$ cat config.mk
export PLATFORM = sky130hd
export DESIGN_NAME = l1i_tlb_flat
export DESIGN_NICKNAME = d
export VERILOG_FILES = /design/src/rtl/l1i_tlb_pkg.sv /design/src/rtl/l1i_tlb_if.sv /design/src/rtl/l1i_tlb_way.sv /design/src/rtl/l1i_tlb.sv /design/src/flat_wrapper.sv
export SDC_FILE = /design/constraint.sdc
export NUM_CORES = 2
export LEC_CHECK = 0
export CORE_AREA = 2 2 492 738
export CTS_CLUSTER_DIAMETER = 60
export DETAILED_ROUTE_END_ITERATION = 8
export DIE_AREA = 0 0 494 740
export MAX_ROUTING_LAYER = met4
export PLACE_DENSITY_LB_ADDON = 0.3
export SYNTH_ARGS = -nofsm -noshare
export SYNTH_HDL_FRONTEND = slang
export SYNTH_SLANG_ARGS = --single-unit
$ cat constraint.sdc
create_clock -name clk -period 12 [get_ports clk]
set_clock_uncertainty 0.15 [all_clocks]
set_input_delay 1.8 -clock clk [delete_from_list [all_inputs] [get_ports clk]]
set_output_delay 1.8 -clock clk [all_outputs]
set_load 0.05 [all_outputs]
$ cat src/rtl/l1i_tlb_pkg.sv
// Shared types and geometry for the L1 instruction TLB.
package l1i_tlb_pkg;

  localparam int PAGE_INDEX_BITS  = 20;
  localparam int NUM_L1I_TLB_WAYS = 4;
  localparam int NUM_L1I_TLB_SETS = 16;
  localparam int ASID_WIDTH       = 8;

  localparam int L1I_TLB_WAYS_WIDTH = $clog2(NUM_L1I_TLB_WAYS);
  localparam int L1I_TLB_SETS_WIDTH = $clog2(NUM_L1I_TLB_SETS);
  localparam int L1I_TLB_TAG_WIDTH  = PAGE_INDEX_BITS - L1I_TLB_SETS_WIDTH;

  typedef logic [PAGE_INDEX_BITS-1:0]    page_index_t;
  typedef logic [ASID_WIDTH-1:0]         asid_t;
  typedef logic [L1I_TLB_WAYS_WIDTH-1:0] l1i_tlb_way_idx_t;
  typedef logic [L1I_TLB_SETS_WIDTH-1:0] l1i_tlb_set_idx_t;

  // Entry layout at the default geometry; 'global' is a reserved word, hence is_global.
  typedef struct packed {
    logic                         valid;
    logic [L1I_TLB_TAG_WIDTH-1:0] tag;
    asid_t                        asid;
    logic                         is_global;
    page_index_t                  ppage;
    logic                         exe;
    logic                         supervisor;
  } l1i_tlb_entry_t;

  // Index width that stays at least one bit wide for single-entry dimensions.
  function automatic int idx_width(input int n);
    return (n > 1) ? $clog2(n) : 1;
  endfunction

endpackage

$ cat src/rtl/l1i_tlb_if.sv
// Lookup, fill and invalidate bus between the fetch/page-walk side and the TLB.
interface l1i_tlb_if
  import l1i_tlb_pkg::*;
#(
  parameter int ASID_W = ASID_WIDTH
);
  logic              lookup_en;
  page_index_t       lookup_vpage_idx;
  logic [ASID_W-1:0] lookup_asid;
  logic              lookup_valid;
  logic              lookup_hit;
  page_index_t       lookup_ppage_idx;
  logic              lookup_exe;
  logic              lookup_supervisor;

  logic              update_en;
  page_index_t       update_vpage_idx;
  logic [ASID_W-1:0] update_asid;
  page_index_t       update_ppage_idx;
  logic              update_global;
  logic              update_exe;
  logic              update_supervisor;

  logic              inval_page_en;
  logic              inval_asid_en;
  logic              inval_all_en;

  modport master (
    output lookup_en, lookup_vpage_idx, lookup_asid,
    input  lookup_valid, lookup_hit, lookup_ppage_idx, lookup_exe, lookup_supervisor,
    output update_en, update_vpage_idx, update_asid, update_ppage_idx,
    output update_global, update_exe, update_supervisor,
    output inval_page_en, inval_asid_en, inval_all_en
  );

  modport slave (
    input  lookup_en, lookup_vpage_idx, lookup_asid,
    output lookup_valid, lookup_hit, lookup_ppage_idx, lookup_exe, lookup_supervisor,
    input  update_en, update_vpage_idx, update_asid, update_ppage_idx,
    input  update_global, update_exe, update_supervisor,
    input  inval_page_en, inval_asid_en, inval_all_en
  );
endinterface

$ cat src/rtl/l1i_tlb_way.sv
// One way of the TLB: per-set entries, lookup/command compares and flash clear.
module l1i_tlb_way
  import l1i_tlb_pkg::*;
#(
  parameter int NUM_SETS  = NUM_L1I_TLB_SETS,
  parameter int ASID_W    = ASID_WIDTH,
  parameter int SET_IDX_W = idx_width(NUM_SETS),
  parameter int TAG_W     = PAGE_INDEX_BITS - $clog2(NUM_SETS)
) (
  input  logic                 clk,
  input  logic                 reset,
  input  logic [SET_IDX_W-1:0] lookup_set,
  input  logic [TAG_W-1:0]     lookup_tag,
  input  logic [ASID_W-1:0]    lookup_asid,
  output logic                 lookup_hit,
  output page_index_t          lookup_ppage,
  output logic                 lookup_exe,
  output logic                 lookup_supervisor,
  input  logic [SET_IDX_W-1:0] cmd_set,
  input  logic [TAG_W-1:0]     cmd_tag,
  input  logic [ASID_W-1:0]    cmd_asid,
  input  logic                 cmd_global,
  input  page_index_t          cmd_ppage,
  input  logic                 cmd_exe,
  input  logic                 cmd_supervisor,
  input  logic                 page_inval,
  input  logic                 asid_inval,
  input  logic                 all_inval,
  input  logic                 fill_en,
  output logic                 fill_match,
  output logic                 set_valid
);

  typedef struct packed {
    logic              valid;
    logic [TAG_W-1:0]  tag;
    logic [ASID_W-1:0] asid;
    logic              is_global;
    page_index_t       ppage;
    logic              exe;
    logic              supervisor;
  } entry_t;

  entry_t mem_q [NUM_SETS];
  entry_t look_entry;
  entry_t cmd_entry;
  logic   page_match;

  assign look_entry = mem_q[lookup_set];
  assign cmd_entry  = mem_q[cmd_set];

  // Lookup compare; data is zeroed on a miss so the top can OR all ways together.
  always_comb begin
    lookup_hit        = look_entry.valid && (look_entry.tag == lookup_tag) &&
                        (look_entry.is_global || (look_entry.asid == lookup_asid));
    lookup_ppage      = '0;
    lookup_exe        = 1'b0;
    lookup_supervisor = 1'b0;
    if (lookup_hit) begin
      lookup_ppage      = look_entry.ppage;
      lookup_exe        = look_entry.exe;
      lookup_supervisor = look_entry.supervisor;
    end
  end

  // Command-side compares: page invalidate uses the lookup rule, fill also matches a global refill.
  always_comb begin
    set_valid  = cmd_entry.valid;
    page_match = cmd_entry.valid && (cmd_entry.tag == cmd_tag) &&
                 (cmd_entry.is_global || (cmd_entry.asid == cmd_asid));
    fill_match = cmd_entry.valid && (cmd_entry.tag == cmd_tag) &&
                 (cmd_entry.is_global || cmd_global || (cmd_entry.asid == cmd_asid));
  end

  // Entry storage with single-cycle flash clears; only valid bits need reset.
  always_ff @(posedge clk) begin
    if (reset || all_inval) begin
      for (int s = 0; s < NUM_SETS; s++) mem_q[s].valid <= 1'b0;
    end else if (asid_inval) begin
      for (int s = 0; s < NUM_SETS; s++) begin
        if (!mem_q[s].is_global && (mem_q[s].asid == cmd_asid)) mem_q[s].valid <= 1'b0;
      end
    end else if (page_inval) begin
      if (page_match) mem_q[cmd_set].valid <= 1'b0;
    end else if (fill_en) begin
      mem_q[cmd_set].valid      <= 1'b1;
      mem_q[cmd_set].tag        <= cmd_tag;
      mem_q[cmd_set].asid       <= cmd_asid;
      mem_q[cmd_set].is_global  <= cmd_global;
      mem_q[cmd_set].ppage      <= cmd_ppage;
      mem_q[cmd_set].exe        <= cmd_exe;
      mem_q[cmd_set].supervisor <= cmd_supervisor;
    end
  end

endmodule

$ cat src/rtl/l1i_tlb.sv
// Set-associative instruction TLB with ASIDs, global pages and flash invalidation.
module l1i_tlb
  import l1i_tlb_pkg::*;
#(
  parameter int NUM_WAYS = NUM_L1I_TLB_WAYS,
  parameter int NUM_SETS = NUM_L1I_TLB_SETS,
  parameter int ASID_W   = ASID_WIDTH
) (
  input logic       clk,
  input logic       reset,
  l1i_tlb_if.slave  bus
);

  localparam int SET_W     = $clog2(NUM_SETS);
  localparam int SET_IDX_W = idx_width(NUM_SETS);
  localparam int WAY_IDX_W = idx_width(NUM_WAYS);
  localparam int TAG_W     = PAGE_INDEX_BITS - SET_W;

  logic [SET_IDX_W-1:0] lookup_set;
  logic [TAG_W-1:0]     lookup_tag;
  logic [SET_IDX_W-1:0] cmd_set;
  logic [TAG_W-1:0]     cmd_tag;
  logic [ASID_W-1:0]    cmd_asid;

  // Masking and shifting instead of slicing keeps NUM_SETS = 1 legal.
  assign lookup_set = SET_IDX_W'(bus.lookup_vpage_idx & page_index_t'(NUM_SETS - 1));
  assign lookup_tag = TAG_W'(bus.lookup_vpage_idx >> SET_W);
  assign cmd_set    = SET_IDX_W'(bus.update_vpage_idx & page_index_t'(NUM_SETS - 1));
  assign cmd_tag    = TAG_W'(bus.update_vpage_idx >> SET_W);
  assign cmd_asid   = bus.update_asid;

  logic do_all, do_asid, do_page, do_fill;

  assign do_all  = bus.inval_all_en;
  assign do_asid = bus.inval_asid_en && !do_all;
  assign do_page = bus.inval_page_en && !bus.inval_asid_en && !do_all;
  assign do_fill = bus.update_en && !bus.inval_page_en && !bus.inval_asid_en && !do_all;

  logic                 way_hit   [NUM_WAYS];
  page_index_t          way_ppage [NUM_WAYS];
  logic                 way_exe   [NUM_WAYS];
  logic                 way_sup   [NUM_WAYS];
  logic                 way_match [NUM_WAYS];
  logic                 way_valid [NUM_WAYS];
  logic                 way_fill  [NUM_WAYS];
  logic [WAY_IDX_W-1:0] rr_q      [NUM_SETS];
  logic [WAY_IDX_W-1:0] victim;
  logic                 use_ptr;

  for (genvar w = 0; w < NUM_WAYS; w++) begin : g_way
    assign way_fill[w] = do_fill && (victim == WAY_IDX_W'(w));

    l1i_tlb_way #(
      .NUM_SETS  (NUM_SETS),
      .ASID_W    (ASID_W),
      .SET_IDX_W (SET_IDX_W),
      .TAG_W     (TAG_W)
    ) u_way (
      .clk               (clk),
      .reset             (reset),
      .lookup_set        (lookup_set),
      .lookup_tag        (lookup_tag),
      .lookup_asid       (bus.lookup_asid),
      .lookup_hit        (way_hit[w]),
      .lookup_ppage      (way_ppage[w]),
      .lookup_exe        (way_exe[w]),
      .lookup_supervisor (way_sup[w]),
      .cmd_set           (cmd_set),
      .cmd_tag           (cmd_tag),
      .cmd_asid          (cmd_asid),
      .cmd_global        (bus.update_global),
      .cmd_ppage         (bus.update_ppage_idx),
      .cmd_exe           (bus.update_exe),
      .cmd_supervisor    (bus.update_supervisor),
      .page_inval        (do_page),
      .asid_inval        (do_asid),
      .all_inval         (do_all),
      .fill_en           (way_fill[w]),
      .fill_match        (way_match[w]),
      .set_valid         (way_valid[w])
    );
  end

  // Victim choice: existing match, else lowest invalid way, else the set's pointer.
  always_comb begin
    victim  = rr_q[cmd_set];
    use_ptr = 1'b1;
    for (int w = NUM_WAYS - 1; w >= 0; w--) begin
      if (!way_valid[w]) begin
        victim  = WAY_IDX_W'(w);
        use_ptr = 1'b0;
      end
    end
    for (int w = NUM_WAYS - 1; w >= 0; w--) begin
      if (way_match[w]) begin
        victim  = WAY_IDX_W'(w);
        use_ptr = 1'b0;
      end
    end
  end

  // Round-robin pointers move only when a pointer-chosen victim was filled.
  always_ff @(posedge clk) begin
    if (reset || do_all) begin
      for (int s = 0; s < NUM_SETS; s++) rr_q[s] <= '0;
    end else if (do_fill && use_ptr) begin
      rr_q[cmd_set] <= (rr_q[cmd_set] == WAY_IDX_W'(NUM_WAYS - 1)) ? '0 : rr_q[cmd_set] + 1'b1;
    end
  end

  logic        any_hit;
  page_index_t any_ppage;
  logic        any_exe;
  logic        any_sup;

  // At most one way hits, so an OR across the zero-on-miss way outputs selects it.
  always_comb begin
    any_hit   = 1'b0;
    any_ppage = '0;
    any_exe   = 1'b0;
    any_sup   = 1'b0;
    for (int w = 0; w < NUM_WAYS; w++) begin
      any_hit   = any_hit | way_hit[w];
      any_ppage = any_ppage | way_ppage[w];
      any_exe   = any_exe | way_exe[w];
      any_sup   = any_sup | way_sup[w];
    end
  end

  logic        valid_q, hit_q, exe_q, sup_q;
  page_index_t ppage_q;

  // Registered lookup result, one cycle after the request.
  always_ff @(posedge clk) begin
    if (reset) begin
      valid_q <= 1'b0;
      hit_q   <= 1'b0;
      ppage_q <= '0;
      exe_q   <= 1'b0;
      sup_q   <= 1'b0;
    end else begin
      valid_q <= bus.lookup_en;
      if (bus.lookup_en) begin
        hit_q   <= any_hit;
        ppage_q <= any_ppage;
        exe_q   <= any_exe;
        sup_q   <= any_sup;
      end
    end
  end

  assign bus.lookup_valid      = valid_q;
  assign bus.lookup_hit        = hit_q;
  assign bus.lookup_ppage_idx  = ppage_q;
  assign bus.lookup_exe        = exe_q;
  assign bus.lookup_supervisor = sup_q;

endmodule
$ cat src/flat_wrapper.sv
// flat-port wrapper written by rule: the top's interface ports become plain ports
module l1i_tlb_flat import l1i_tlb_pkg::*;
#(
  parameter int NUM_WAYS = NUM_L1I_TLB_WAYS,
  parameter int NUM_SETS = NUM_L1I_TLB_SETS,
  parameter int ASID_W   = ASID_WIDTH
)
  (clk, reset, bus_lookup_en, bus_lookup_vpage_idx, bus_lookup_asid, bus_lookup_valid, bus_lookup_hit, bus_lookup_ppage_idx, bus_lookup_exe, bus_lookup_supervisor, bus_update_en, bus_update_vpage_idx, bus_update_asid, bus_update_ppage_idx, bus_update_global, bus_update_exe, bus_update_supervisor, bus_inval_page_en, bus_inval_asid_en, bus_inval_all_en);
  l1i_tlb_if #(.ASID_W(ASID_W)) bus_i ();
  input logic clk;
  input logic reset;
  input wire logic [$bits(bus_i.lookup_en)-1:0] bus_lookup_en;
  input wire logic [$bits(bus_i.lookup_vpage_idx)-1:0] bus_lookup_vpage_idx;
  input wire logic [$bits(bus_i.lookup_asid)-1:0] bus_lookup_asid;
  output wire logic [$bits(bus_i.lookup_valid)-1:0] bus_lookup_valid;
  output wire logic [$bits(bus_i.lookup_hit)-1:0] bus_lookup_hit;
  output wire logic [$bits(bus_i.lookup_ppage_idx)-1:0] bus_lookup_ppage_idx;
  output wire logic [$bits(bus_i.lookup_exe)-1:0] bus_lookup_exe;
  output wire logic [$bits(bus_i.lookup_supervisor)-1:0] bus_lookup_supervisor;
  input wire logic [$bits(bus_i.update_en)-1:0] bus_update_en;
  input wire logic [$bits(bus_i.update_vpage_idx)-1:0] bus_update_vpage_idx;
  input wire logic [$bits(bus_i.update_asid)-1:0] bus_update_asid;
  input wire logic [$bits(bus_i.update_ppage_idx)-1:0] bus_update_ppage_idx;
  input wire logic [$bits(bus_i.update_global)-1:0] bus_update_global;
  input wire logic [$bits(bus_i.update_exe)-1:0] bus_update_exe;
  input wire logic [$bits(bus_i.update_supervisor)-1:0] bus_update_supervisor;
  input wire logic [$bits(bus_i.inval_page_en)-1:0] bus_inval_page_en;
  input wire logic [$bits(bus_i.inval_asid_en)-1:0] bus_inval_asid_en;
  input wire logic [$bits(bus_i.inval_all_en)-1:0] bus_inval_all_en;
  assign bus_i.lookup_en = bus_lookup_en;
  assign bus_i.lookup_vpage_idx = bus_lookup_vpage_idx;
  assign bus_i.lookup_asid = bus_lookup_asid;
  assign bus_lookup_valid = bus_i.lookup_valid;
  assign bus_lookup_hit = bus_i.lookup_hit;
  assign bus_lookup_ppage_idx = bus_i.lookup_ppage_idx;
  assign bus_lookup_exe = bus_i.lookup_exe;
  assign bus_lookup_supervisor = bus_i.lookup_supervisor;
  assign bus_i.update_en = bus_update_en;
  assign bus_i.update_vpage_idx = bus_update_vpage_idx;
  assign bus_i.update_asid = bus_update_asid;
  assign bus_i.update_ppage_idx = bus_update_ppage_idx;
  assign bus_i.update_global = bus_update_global;
  assign bus_i.update_exe = bus_update_exe;
  assign bus_i.update_supervisor = bus_update_supervisor;
  assign bus_i.inval_page_en = bus_inval_page_en;
  assign bus_i.inval_asid_en = bus_inval_asid_en;
  assign bus_i.inval_all_en = bus_inval_all_en;
  l1i_tlb #(.NUM_WAYS(NUM_WAYS), .NUM_SETS(NUM_SETS), .ASID_W(ASID_W)) u_core (.clk(clk), .reset(reset), .bus(bus_i));
endmodule
==> flow_metrics.tcl <==
set metrics [dict create \
    antenna_found_initial 16 \
    clk_path_buf_depth 4 \
    grt_max_degree 112 \
    dp_hpwl_mm 298.8 \
    min_to "u_core.bus.lookup_ppage_idx[18]" \
    cts_hold_buf 0 \
    syn_inst 7425 \
    crit_path_end_kind "register" \
    synth-edff-count 3104 \
    rr_endpoint "u_core.g_way[3].u_way.mem_q[0][18]" \
    crit_slowest_cell "nand3_2" \
    rr_worst_depth 12 \
    io_pins 110 \
    synth.avg_cell_area_um2 19.28 \
    worstMarginPinSlew_ns 1.396 \
    critPathMostFrequentCell "buf_4" \
    postCtsResizedCells 0 \
    leakagePower_nw 50.08 \
    cap_violations 0 \
    slew_viol_final 0 \
    drive_gt1_share_pct 28.27 \
    die_width_um 494 \
    drc_errors 0 \
    via_per_inst 6.251 \
    ys_dominant_reg_cell "edfxtp_1" \
    core_um2 359400 \
    path_class "input port to register" \
    ys_types 91 \
    holdPathStages 2 \
    required_ns 12.33 \
    worstHoldStart "u_core.bus.lookup_ppage_idx[18]" \
    setup_viol 0 \
    status "completed" \
    tns_ns 0 \
    yosysWarnings 0 \
    gp_routability_congestion 0.9563 \
    post-route-period-util_pct 76.08 \
    clk_pin_slew_worst_paths_ns 0.07 \
    rsz0062_at_grt "no" \
    cts_tree "done" \
    postLayoutCoreUtil_pct 44.63 \
    hold_path_class "register to register" \
    initial_utilization_pct 39.83 \
    max_freq_ghz 0.1095 \
    synth.top_cells.by_count "edfxtp_1, mux4_2, xor2_1, mux2i_1, xnor2_1" \
    synth_top_area_share_pct 65.11 \
    synth_nets 7512 \
    chipHeight_um 740 \
    nets 7679 \
    start_kind "input port" \
    ys_seq_area_share_pct 65.44 \
    holdWs_ns 0.3306 \
    yosys-top-cells-area "edfxtp_1, mux4_2, xor2_1" \
    grt_usage_pct 25.88 \
    maxSlewHeadroom_pct 6.864 \
    crit_arrival_ns 9.46 \
    power_density_nw_per_um2 149.0 \
    post_drt_wl_per_cell_um 36.94 \
    wirelength_mm 465.4 \
    yosysMostFrequentCell "edfxtp_1" \
    r2r_slack_ns 5.26 \
    h-tree-depth 5 \
    synth.largest_area_cell "edfxtp_1" \
    rows 270 \
    period_minus_slack_ns 9.130 \
    post_cts_buffers 0 \
    clock-sinks 3128 \
    ir_drop_mv 0.1220 \
    ys_ff_latch 3128 \
    slowest_delay_ns 0.94 \
    cts_root_buf "clkbuf_16" \
    drtPass1Iterations 6 \
    postRouteAntennaNets 0 \
    syn_area_um2 143200 \
    path_cells "buf_8 > buf_4 > nand2_1 > a21oi_1 > a21oi_1 > or3_1 > nor3_1 > o2111a_1 > a41oi_1 > o211ai_2 > nand3_2 > buf_4 > nor2_4 > buf_4" \
    grt_overflow_total 0 \
    via_count 78750 \
    areaGrowthSynthToFinish_pct 12.06 \
    cp_max_fo 86 \
    grt_pass1_wl_mm 647.5 \
    regToRegStartpoint "u_core.g_way[2].u_way.mem_q[5][32]" \
    hold_viol 0 \
    io_buffers 109 \
    ys_async_sr_fraction_pct 0 \
    fp.dieArea_um2 365600 \
    clk_latency_ns 0.91 \
    drt_iter0_drc 8793 \
    grt_pass1_vias 80780 \
    cts-buffers-inserted 308 \
]
## per-layer routing
metal / share of wire (%) / routed length (µm) / up-vias / track usage [%]
met1: 34 / 159400 / 42260 / 28.48
li1: - / - / 31380 / -
met4: 8.4 / 39320 / 0 / 17.55
met3: 6.0 / 28040 / 1230 / 3.406
met2: 51 / 238600 / 3884 / 43.69
met5: 0 / 0 / - / -
## area by class of cell
| cell class | instances | area (µm²) |
|---|---|---|
| Sequential cell | 3128 | 93690 |
| Tap cell | 4760 | 5956 |
| Clock buffer | 365 | 8177 |
| Fill cell | 30590 | 199000 |
| Timing Repair Buffer | 413 | 3526 |
| Inverter | 65 | 256.5 |
| Clock inverter | 181 | 1938 |
| Antenna cell | 11 | 27.53 |
| Multi-Input combinational cell | 3676 | 46850 |
## kinds of logic (layout without fill, tap and decap cells)
| family | Yosys count | after routing | share of synthesized area, % |
|---|---|---|---|
| xor gates and xnor gates | 725 | 725 | 4.435 |
| DFF | 3128 | 3128 | 65.44 |
| other | 0 | 11 | 0 |
| muxes | 1620 | 1620 | 22.34 |
| adders and majority gates | 1 | 1 | 0.008738 |
| buffers and inverters | 621 | 1024 | 2.181 |
| AOI/OAI and AO/OA | 554 | 554 | 2.787 |
| and+or+nand+nor | 776 | 776 | 2.806 |
## power breakdown
part | total [mW] | switching [mW] | internal, mW
combinational | 1.91 | 1.21 | 0.700
clock | 9.95 | 4.25 | 5.70
sequential | 12.0 | 0.0105 | 12.0
total | 23.9 | 5.48 | 18.4
## stage by stage
| stage | power, mW | cells | instance area [µm²] | worst slack [ns] |
|---|---|---|---|---|
| finish | 23.90 | 12600 | 160400 | 2.870 |
| detailed placement | 14.18 | 12040 | 150300 | 2.253 |
| floorplan | 13.40 | 7425 | 143200 | 3.118 |
| global placement | 14.16 | 12040 | 150300 | 2.313 |
| global route | 24.48 | 12600 | 160400 | 3.007 |
| CTS | 24.05 | 12590 | 160400 | 3.175 |
## cells in the final DEF (no fill, tap or decap), types with 39 or more instances in the layout
cell type        synthesis  final
o21ai_0                 82     82
mux2i_1                325    325
buf_2                  119     42
mux4_2                1256   1256
xor2_1                 452    452
nor4_1                  86     85
clkinv_2                 0     53
a211oi_1                44     43
clkbuf_1               256     45
xnor2_1                273    273
edfxtp_1              3104   3104
nor3_1                 224    192
nor2_1                 162    127
nor2b_1                 48     45
nand2_1                 71     71
mux2_2                  39     39
clkbuf_16                0    320
a31oi_1                 68     66
buf_4                   61    281
clkdlybuf4s50_1          0     52
a22oi_1                 58     58
a21oi_1                 64     64
clkinv_1                 6     68
nand4_1                 57     57
inv_1                   55     54
## critical path: cells and delay by family
kind / cells / cell delay (ns)
AND/OR/NAND/NOR: 5 / 2.72
AO/OA/AOI/OAI: 5 / 2.01
buffers and inverters: 4 / 2.51
## flip-flops by register name (all words and copies together) (netlist names)
name and flops:
u_core.bus.lookup_valid 1, u_core.bus.lookup_exe 1, u_core.bus.lookup_supervisor 1, u_core.bus.lookup_ppage_idx 20, u_core.bus.lookup_hit 1, u_core.rr_q 32
u_core.g_way.u_way.mem_q 3072
## worst max-delay path by stage
stage | startpoint | end | slack, ns
floorplan | bus_update_vpage_idx[1] | u_core.g_way[1].u_way.mem_q[10][0] | 3.12
global placement | bus_update_vpage_idx[3] | u_core.g_way[3].u_way.mem_q[0][15] | 2.31
detailed placement | bus_update_vpage_idx[3] | u_core.g_way[2].u_way.mem_q[6][6] | 2.25
CTS | bus_update_vpage_idx[3] | u_core.g_way[2].u_way.mem_q[6][6] | 3.17
global route | bus_update_vpage_idx[3] | u_core.g_way[2].u_way.mem_q[6][6] | 3.01
finish | bus_update_vpage_idx[3] | u_core.g_way[3].u_way.mem_q[0][18] | 2.87
No activity file was read; power rests on OpenSTA's default activity.
